**config.mk**
```make
export PLATFORM = sky130hd
export DESIGN_NAME = serial_adder_unit_flat
export DESIGN_NICKNAME = d
export VERILOG_FILES = /design/src/rtl/serial_adder_if.sv /design/src/rtl/serial_adder_unit.sv /design/src/flat_wrapper.sv
export SDC_FILE = /design/constraint.sdc
export NUM_CORES = 1
export LEC_CHECK = 0
export ABC_AREA = 1
export CAP_MARGIN = 10
export CORE_MARGIN = 2
export CORE_UTILIZATION = 59
export CTS_BUF_LIST = sky130_fd_sc_hd__clkbuf_8
export CTS_CLUSTER_DIAMETER = 100
export DETAILED_ROUTE_END_ITERATION = 10
export PLACE_DENSITY_LB_ADDON = 0.12
export SLEW_MARGIN = 15
export SYNTH_ARGS = -nofsm -noshare
export SYNTH_HDL_FRONTEND = slang
export SYNTH_SLANG_ARGS = --single-unit
```
**constraint.sdc**
```tcl
create_clock -name clk -period 5.75 [get_ports clk]
set_input_delay 1.15 -clock clk [delete_from_list [all_inputs] [get_ports clk]]
set_output_delay 1.15 -clock clk [all_outputs]
set_load 0.05 [all_outputs]
```
**src/rtl/serial_adder_if.sv**
```systemverilog
// Operand/result bundle for serial_adder_unit. The tb or datapath master drives
// the request side and the adder (slave) returns the registered result.
interface serial_adder_if #(
  parameter int WIDTH = 16
);
  // Handshake: start is sampled only on an edge where busy=0. An accepted
  // start raises busy the next cycle. busy drops in the same cycle that done
  // pulses for exactly one cycle. S/cout/ovf are valid from done until the
  // next done, and start may be high in the done cycle.
  logic             start;
  logic [WIDTH-1:0] A;
  logic [WIDTH-1:0] B;
  logic             cin;
  logic             sub;
  logic [WIDTH-1:0] S;
  logic             cout;
  logic             ovf;
  logic             busy;
  logic             done;

  modport master (
    output start, A, B, cin, sub,
    input  S, cout, ovf, busy, done
  );

  modport slave (
    input  start, A, B, cin, sub,
    output S, cout, ovf, busy, done
  );
endinterface

```
**src/rtl/serial_adder_unit.sv**
```systemverilog
// Digit-serial adder/subtractor: DIGIT bits per clock through a chain of
// one-bit full-adder cells, with the inter-digit carry held in a register.
module full_adder_cell (
  input  logic a,
  input  logic b,
  input  logic ci,
  output logic s,
  output logic co
);
  assign s  = a ^ b ^ ci;
  assign co = (a & b) | (ci & (a ^ b));
endmodule

module serial_adder_unit #(
  parameter int WIDTH = 16,
  parameter int DIGIT = 4
) (
  input  logic           clk,
  input  logic           rst_n,
  serial_adder_if.slave  bus,
  output logic           state_dbg
);
  localparam int N  = WIDTH / DIGIT;
  localparam int CW = (N > 1) ? $clog2(N) : 1;

  typedef enum logic {
    IDLE = 1'b0,
    RUN  = 1'b1
  } state_t;

  state_t           state_q;
  state_t           state_d;
  logic [WIDTH-1:0] a_q;
  logic [WIDTH-1:0] b_q;
  logic [WIDTH-1:0] res_q;
  logic [WIDTH-1:0] res_next;
  logic             carry_q;
  logic [CW-1:0]    count_q;
  logic             accept;
  logic             last;
  int               dig_lo;
  logic [DIGIT-1:0] a_dig;
  logic [DIGIT-1:0] b_dig;
  logic [DIGIT-1:0] sum_dig;
  logic [DIGIT:0]   c;

  assign state_dbg = state_q;

  // State register
  always_ff @(posedge clk or negedge rst_n) begin
    if (!rst_n) begin
      state_q <= IDLE;
    end else begin
      state_q <= state_d;
    end
  end

  // Next-state and control strobes
  always_comb begin
    state_d = state_q;
    accept  = 1'b0;
    last    = 1'b0;
    case (state_q)
      IDLE: begin
        if (bus.start) begin
          accept  = 1'b1;
          state_d = RUN;
        end
      end
      RUN: begin
        if (count_q == CW'(N - 1)) begin
          last    = 1'b1;
          state_d = IDLE;
        end
      end
      default: state_d = IDLE;
    endcase
  end

  // Select the current digit of both captured operands.
  always_comb begin
    dig_lo   = int'(count_q) * DIGIT;
    a_dig    = a_q[dig_lo +: DIGIT];
    b_dig    = b_q[dig_lo +: DIGIT];
    res_next = res_q;
    res_next[dig_lo +: DIGIT] = sum_dig;
  end

  assign c[0] = carry_q;

  for (genvar i = 0; i < DIGIT; i++) begin : g_fa
    full_adder_cell u_fa (
      .a  (a_dig[i]),
      .b  (b_dig[i]),
      .ci (c[i]),
      .s  (sum_dig[i]),
      .co (c[i+1])
    );
  end

  // Datapath. B is stored pre-inverted for subtract, so RUN only ever adds;
  // in the last digit c[DIGIT-1] is the carry into the word MSB.
  always_ff @(posedge clk or negedge rst_n) begin
    if (!rst_n) begin
      a_q      <= '0;
      b_q      <= '0;
      res_q    <= '0;
      carry_q  <= 1'b0;
      count_q  <= '0;
      bus.S    <= '0;
      bus.cout <= 1'b0;
      bus.ovf  <= 1'b0;
      bus.busy <= 1'b0;
      bus.done <= 1'b0;
    end else begin
      bus.done <= 1'b0;
      if (accept) begin
        a_q      <= bus.A;
        b_q      <= bus.B ^ {WIDTH{bus.sub}};
        carry_q  <= bus.cin ^ bus.sub;
        count_q  <= '0;
        bus.busy <= 1'b1;
      end else if (state_q == RUN) begin
        res_q   <= res_next;
        carry_q <= c[DIGIT];
        count_q <= count_q + 1'b1;
        if (last) begin
          count_q  <= '0;
          bus.S    <= res_next;
          bus.cout <= c[DIGIT];
          bus.ovf  <= c[DIGIT-1] ^ c[DIGIT];
          bus.done <= 1'b1;
          bus.busy <= 1'b0;
        end
      end
    end
  end
endmodule
```
**src/flat_wrapper.sv**
```systemverilog
// flat-port wrapper written by rule: the top's interface ports become plain ports
module serial_adder_unit_flat 
#(
  parameter int WIDTH = 16,
  parameter int DIGIT = 4
)
  (clk, rst_n, state_dbg, bus_start, bus_A, bus_B, bus_cin, bus_sub, bus_S, bus_cout, bus_ovf, bus_busy, bus_done);
  serial_adder_if #(.WIDTH(WIDTH)) bus_i ();
  input  logic clk;
  input  logic rst_n;
  output logic state_dbg;
  input wire logic [$bits(bus_i.start)-1:0] bus_start;
  input wire logic [$bits(bus_i.A)-1:0] bus_A;
  input wire logic [$bits(bus_i.B)-1:0] bus_B;
  input wire logic [$bits(bus_i.cin)-1:0] bus_cin;
  input wire logic [$bits(bus_i.sub)-1:0] bus_sub;
  output wire logic [$bits(bus_i.S)-1:0] bus_S;
  output wire logic [$bits(bus_i.cout)-1:0] bus_cout;
  output wire logic [$bits(bus_i.ovf)-1:0] bus_ovf;
  output wire logic [$bits(bus_i.busy)-1:0] bus_busy;
  output wire logic [$bits(bus_i.done)-1:0] bus_done;
  assign bus_i.start = bus_start;
  assign bus_i.A = bus_A;
  assign bus_i.B = bus_B;
  assign bus_i.cin = bus_cin;
  assign bus_i.sub = bus_sub;
  assign bus_S = bus_i.S;
  assign bus_cout = bus_i.cout;
  assign bus_ovf = bus_i.ovf;
  assign bus_busy = bus_i.busy;
  assign bus_done = bus_i.done;
  serial_adder_unit #(.WIDTH(WIDTH), .DIGIT(DIGIT)) u_core (.clk(clk), .rst_n(rst_n), .bus(bus_i), .state_dbg(state_dbg));
endmodule
```
==> results.md, run 1 <==
- Cts bufs inserted: 9
- # clock sinks: 68
- VDD IR max: roughly 0.33 mV
- CP max FO: 31
- H-tree depth: 3
- Post-place setup slack: ~2.3 ns
- Setup TNS: 0 ns
- Synthesis-stage register bit count: 68
- Top-count cell post-synth: nand2_1
- TritonCTS clock tree: yes
- WL final: 6.960 mm
- Area of placed instances: between 3000 and 4000 um^2
- Drt wl/cell: about 13 um
- WS Path Type: register to register
- Max-Cap Viols: 0
- Antenna violations before repair: 0
- Post-detail-place hpwl: 4.891 mm
- Power Density: between 500 and 600 nW/um^2
- Die Y: between 80 and 90 um
- Crit end category: register
- Dpl cells: 520
- Fmax achieved: just under 300 MHz
- Drt pass-1 iters: 4
- Library cells used by synthesis: 24
- Post-CTS setup buffer count: 0
- Final net count: 505
- Clk_lat worst skew: between 0.3 and 0.4 ns
- Ys Warns: 0
- Pin count of the biggest net entering global routing: 69
- DIE AREA: 6459 um^2
- GR peak layer: met2
- Die X: 80.37 um
- Number of remaining DRC errors: 0
- Layout cell share with drive strength beyond 1: under 10%
- Period utilization: roughly 60%
- Share of synthesized registers carrying an async set or reset: 100.0%
- Max transition margin: ~37%
- # hold bufs at CTS: 0
- Worst Path Required: between 5 and 6 ns
- Initial detailed-routing violation count: 127
- Post-Syn Area: approximately 3400 um^2
- Port bufs: 57
- Fin. Hold Viols: 0
- Kind of start point of the critical path: register
- Post-route insts no fill: 534
- Routed Antenna Nets: 0
- Max-slew violation count: 0
- GR Util met1: between 30% and 40%
- Clk root buf: clkbuf_8
- Grt ovf: 0
- Initial cell density of the core: 61.73%
- Worst Hold Class: register to register
- Post-Syn Instances: between 400 and 500
- Sequential fraction of the synthesis area: 49.45%
- # rows: 27
- Area Growth Syn to Fin: 19.60%
- Worst Path Arrival: between 3 and 4 ns
- Total GRT Usage: 24.40%
- First-pass GRT wire length: between 10 and 15 mm
- Top cells by count, synth: nand2_1, dfrtp_1, nand3_1, inv_1, xnor2_1
- Prevailing post-synth register cell: dfrtp_1
- Core box area: ~5600 um^2
- GRT met2 Usage: approximately two fifths
- Status: finished, final reports clean
- Clock Skew: 0.004843 ns
- Synth top area share: between 40% and 50%
- Syn Nets: between 400 and 500
- Clock slew at reported path FFs: 0.07 ns
- Met3 GRT Util: ~6.4%
- Antenna diodes: 0
- Setup WS post-layout: ~2.3 ns
- Final Cell Area: just over 4000 um^2
- Average cell area after synthesis: ~8.4 um^2
- Finish-stage setup viols: 0
- Via/cell ratio: 5.167
- Via count: roughly 2,800
- Boundary Pins: between 50 and 60
- Tmin final: roughly 3.4 ns
- Static Leak: 0.002084 uW
- Largest cells by area after synthesis: dfrtp_1, nand2_1, nand3_1, xnor2_1, o21ai_2
- GPL Wtd Cong: 0.8154
- Cell taking the most area after synthesis: dfrtp_1
- Number of synthesized flops with an enable pin: 0
- Total power: between 2000 and 2500 uW
- Max clock buf depth: 2
- Vias in the first global route: approximately 2,600
- Post-CTS resize count: 0
- RSZ-0062 raised after global routing: no
- Pin slew with the least headroom to its limit: approximately 0.94 ns
[cells in the final DEF, fill, tap and decap left out]
cell             instances
a21boi_1                 1
a21oi_1                  1
buf_2                    1
buf_4                    2
clkbuf_8                12
clkdlybuf4s50_1         56
clkinv_1                 1
clkinv_2                 2
dfrtp_1                 68
fa_1                     4
ha_1                     5
inv_1                   17
inv_2                    2
nand2_1                180
nand2_2                  2
nand3_1                 36
nand4_1                  4
nor2_1                  15
nor2_4                   2
o21ai_0                  8
o21ai_1                 11
o21ai_2                 10
o22ai_1                  4
xnor2_1                 17
xor2_1                   1
[critical path, stage by stage (launching register included)]
cell	delay, ns
dfrtp_1	0.36
buf_4	0.24
inv_1	0.43
nand2_1	0.11
nand3_1	0.10
nand2_1	0.09
fa_1	0.38
inv_1	0.08
fa_1	0.16
inv_1	0.05
fa_1	0.39
inv_1	0.09
fa_1	0.44
inv_1	0.07
nor2_1	0.06
nand3_1	0.08
nand2_1	0.07
nand2_1	0.06
nand2_1	0.07
[layer usage]
metal | up-vias | share of wire (%)
li1 | 1394 | -
met1 | 1289 | 44
met2 | 72 | 51
met3 | 4 | 4.6
met4 | 0 | 0.76
met5 | - | 0
[sequential cells by signal (all words and copies together) (netlist names), 2 cells and up]
register,cells
u_core.a_q,16
u_core.b_q,16
u_core.bus.S,16
u_core.count_q,2
u_core.res_q,12
[where the power goes]
group	internal, uW	total (uW)	switching [uW]
Sequential	670	807	138
Clock	185	351	165
Combinational	422	1230	810
[cell type report]
class	count	area, um^2
sequential	68	1702
multi-input combinational	301	1493
fill	454	1459
timing repair buffer	59	580.6
clock buffer	12	165.2
tap	72	90.09
inverter	20	75.07
clock inverter	2	10.01
[cells by family (layout without fill, tap and decap cells)]
family	after synthesis	count (layout)	synth area share (%)
AO/OA/AOI/OAI	35	35	6.400
XOR/XNOR	18	18	4.582
adder cells (fa/ha/maj)	9	9	4.146
buffers and inverters	42	93	7.163
flip-flops	68	68	49.45
AND/OR/NAND/NOR	239	239	28.25
[through the flow]
stage / util, % / hold slack [ns]
floorplan: - / 0.4366
global placement: 70.68 / 0.4583
detailed placement: 70.68 / 0.4581
CTS: 73.83 / 0.4812
global route: 73.83 / 0.5028
finish: 73.83 / 0.4779
[path summary, 6_finish.rpt]
path	start	endpoint	slack [ns]	cells past startpoint
min reg2reg	u_core.bus.S[2]	u_core.bus.S[2]	0.48	2
max in group asynchronous	rst_n	u_core.a_q[5]	4.21	2
min in group asynchronous	rst_n	u_core.bus.busy	0.97	2
min	u_core.bus.S[2]	u_core.bus.S[2]	0.48	2
max	u_core.count_q[0]	u_core.res_q[7]	2.31	18
max reg2reg	u_core.count_q[0]	u_core.res_q[7]	2.31	18
No activity file was read; power rests on OpenSTA's default activity.
==> run 2, diff against run 1 <==
--- a/config.mk
+++ b/config.mk
@@ -8,7 +8,7 @@
 export ABC_AREA = 1
 export CAP_MARGIN = 10
 export CORE_MARGIN = 2
-export CORE_UTILIZATION = 59
+export CORE_UTILIZATION = 50
 export CTS_BUF_LIST = sky130_fd_sc_hd__clkbuf_8
 export CTS_CLUSTER_DIAMETER = 100
 export DETAILED_ROUTE_END_ITERATION = 10
==> constraint.sdc (replaced) <==
create_clock -name clk -period 2.78 [get_ports clk]
set_input_delay 0.556 -clock clk [delete_from_list [all_inputs] [get_ports clk]]
set_output_delay 0.556 -clock clk [all_outputs]
set_load 0.05 [all_outputs]
==> run 2 against run 1 <==
Net effect: cell count up 5.2%; clock power up 100%; via count up 3.7%; largest power group unchanged; critical endpoint is now u_core.bus.S[11].
==> results.md, run 2 (synthesized netlist as in run 1, its figures left out) <==
- Initial cell density of the core: 51.21%
- Clock group share of total power: approximately an eighth
- Cells along the critical path: clkinv_4, nand2_2, nand3_2, nand2_2, fa_2, inv_2, fa_2, inv_2, fa_2, inv_2, fa_1, inv_2, nor2_4, nand3_1, nand2_1, nand2_1, nand2_1
- Period utilization: between 90% and 100%
- WL final: about 7.4 mm
- Switching pwr: ~2500 uW
- Die Y: ~87 um
- Max-slew violation count: 0
- Kind of start point of the critical path: register
- Max-Cap Viols: 0
- Via count: between 2,000 and 3,000
- Multi-input logic area: 1573 um^2
- Worst Hold Class: primary input to async pin
- Antenna violations before repair: 0
- Commonest cells after routing, fill and taps aside: nand2_1, dfrtp_1, clkdlybuf4s50_1
- Final net count: roughly 520
- CP max FO: 7
- Fin. Hold Viols: 0
- RR Startpoint: u_core.count_q[0]
- Area Growth Syn to Fin: 27.02%
- TritonCTS clock tree: yes
- Post-route core utilization: between 60% and 70%
- Setup WS post-layout: between 0.03 and 0.04 ns
- Tmin final: 2.742 ns
- Area of placed instances: 4076 um^2
- Biggest regs: u_core.a_q (16), u_core.b_q (16), u_core.bus.S (16)
- Die X: a little under 90 um
- Drt wl/cell: roughly 13 um
- Clk root buf: clkbuf_8
- Boundary Pins: 58
- Max stage delay on crit path: ~0.46 ns
- Most used cell, CP: inv_2
- R2r setup slk: roughly 0.038 ns
- Pin slew with the least headroom to its limit: 0.8352 ns
- DIE AREA: between 7000 and 8000 um^2
- Reg-to-Reg End: u_core.bus.S[11]
- Initial detailed-routing violation count: about 190
- Static Leak: ~0.0022 uW
- Number of remaining DRC errors: 0
- R2R cell count: 17
- Total power: around 5400 uW
- RSZ-0062 raised after global routing: yes
- # rows: 30
- Drt pass-1 iters: 4
- Post-detail-place hpwl: approximately 5 mm
- Final Cell Area: 4370 um^2
- Post-place setup slack: -0.04058 ns
- Clk_lat worst skew: between 0.3 and 0.4 ns
- Total GRT Usage: between 20% and 30%
- Vias in the first global route: ~2,800
- Sw Share: 46.90%
- Via/cell ratio: a little over 5
- Fmax achieved: around 360 MHz
- Clock Skew: 0.006634 ns
- Slowest-stage cell, CP: dfrtp_2
- Routed Antenna Nets: 0
- VDD IR max: 0.5107 mV
- Layout cell share with drive strength beyond 1: ~17%
- H-tree depth: 3
- Status: finished, final reports clean
- Clock slew at reported path FFs: 0.07 ns
- Worst Path Required: slightly above 3 ns
- Max transition margin: between 40 and 50%
- Antenna diodes: 0
- WS Path Type: register to register
- Worst Path Arrival: approximately 3 ns
- Cts bufs inserted: 9
- Port bufs: between 50 and 60
- Internal Power: roughly 2900 uW
- First-pass GRT wire length: 12.54 mm
- Pin count of the biggest net entering global routing: 39
- Core box area: ~6700 um^2
- Hold WS: between 0.3 and 0.4 ns
- Grt ovf: 0
- # clock sinks: 68
- Commonest non-fill, non-tap cell in the layout: nand2_1
- GPL Wtd Cong: 0.8674
- Reg area: 1703 um^2
- Crit end category: register
- # hold bufs at CTS: 0
- Power Density: between 1000 and 1500 nW/um^2
- Filler Cell Count: around 570
- Comb power frac: around 56%
- Seq pwr share: between 30% and 40%
- Finish-stage setup viols: 0
- Max clock buf depth: 2
-- run 2: cell count changes in the layout (fill, tap and decap cells not counted), sizes merged --
cell      change
buf          +18
clkbuf        -2
clkinvlp      +1
clkinv        +3
-- run 2: final cells by class --
type / count / area share (%)
repair buffers: 77 / 17.03
well taps: 80 / 2.290
clock buffers: 10 / 3.149
clock inverters: 6 / 0.7157
flip-flops and latches: 68 / 38.96
multi-input cells: 301 / 35.99
inverters: 20 / 1.861
-- run 2: metrics by stage --
step	setup TNS (ns)	cells
final	0	562
after global routing	-0.2312	562
after CTS	-0.009042	562
after detailed placement	-0.1415	541
after global placement	0	541
after floorplan	0	411
-- run 2: worst max-delay path, delay by kind of cell (launching register included) --
kind | cells | cell delay (ns)
flip-flops | 1 | 0.46
adder cells (fa/ha/maj) | 4 | 1.33
buffers and inverters | 5 | 0.37
AND/OR/NAND/NOR | 8 | 0.48
-- run 2: how the worst max path moves through the flow --
stage / from / to / slack [ns] / cells after the start
detailed placement: u_core.count_q[0] / u_core.res_q[7] / -0.04 / 17
floorplan: u_core.count_q[0] / u_core.bus.S[11] / 0.04 / 18
CTS: u_core.count_q[0] / u_core.bus.S[7] / -0.009 / 17
global placement: u_core.count_q[0] / u_core.bus.S[11] / 0.04 / 17
global route: u_core.count_q[0] / u_core.bus.S[11] / -0.07 / 17
finish: u_core.count_q[0] / u_core.bus.S[11] / 0.04 / 17
-- run 2: power groups by stage --
stage	Sequential, uW	Combinational [uW]	Clock [uW]
after floorplan	1950	1660	0
final	1640	3030	710
after global routing	1680	3340	765
after detailed placement	1640	2750	0
after global placement	1630	2680	0
after CTS	1640	2960	727
-- run 2: what timing repair did --
action,in CTS,in global routing
resized for setup,23,8
setup buffers,5,0
endpoints found under the setup margin,5,6
pin swaps,16,6
-- run 2: metal layers --
| metal | track usage (%) | wire length (um) | share of wire (%) | up-vias |
|---|---|---|---|---|
| li1 | - | - | - | 1427 |
| met1 | 26.90 | 3365 | 46 | 1344 |
| met2 | 34.21 | 3546 | 48 | 73 |
| met3 | 5.213 | 283 | 3.8 | 16 |
| met4 | 10.37 | 187 | 2.5 | 0 |
| met5 | 0 | 0 | 0 | - |
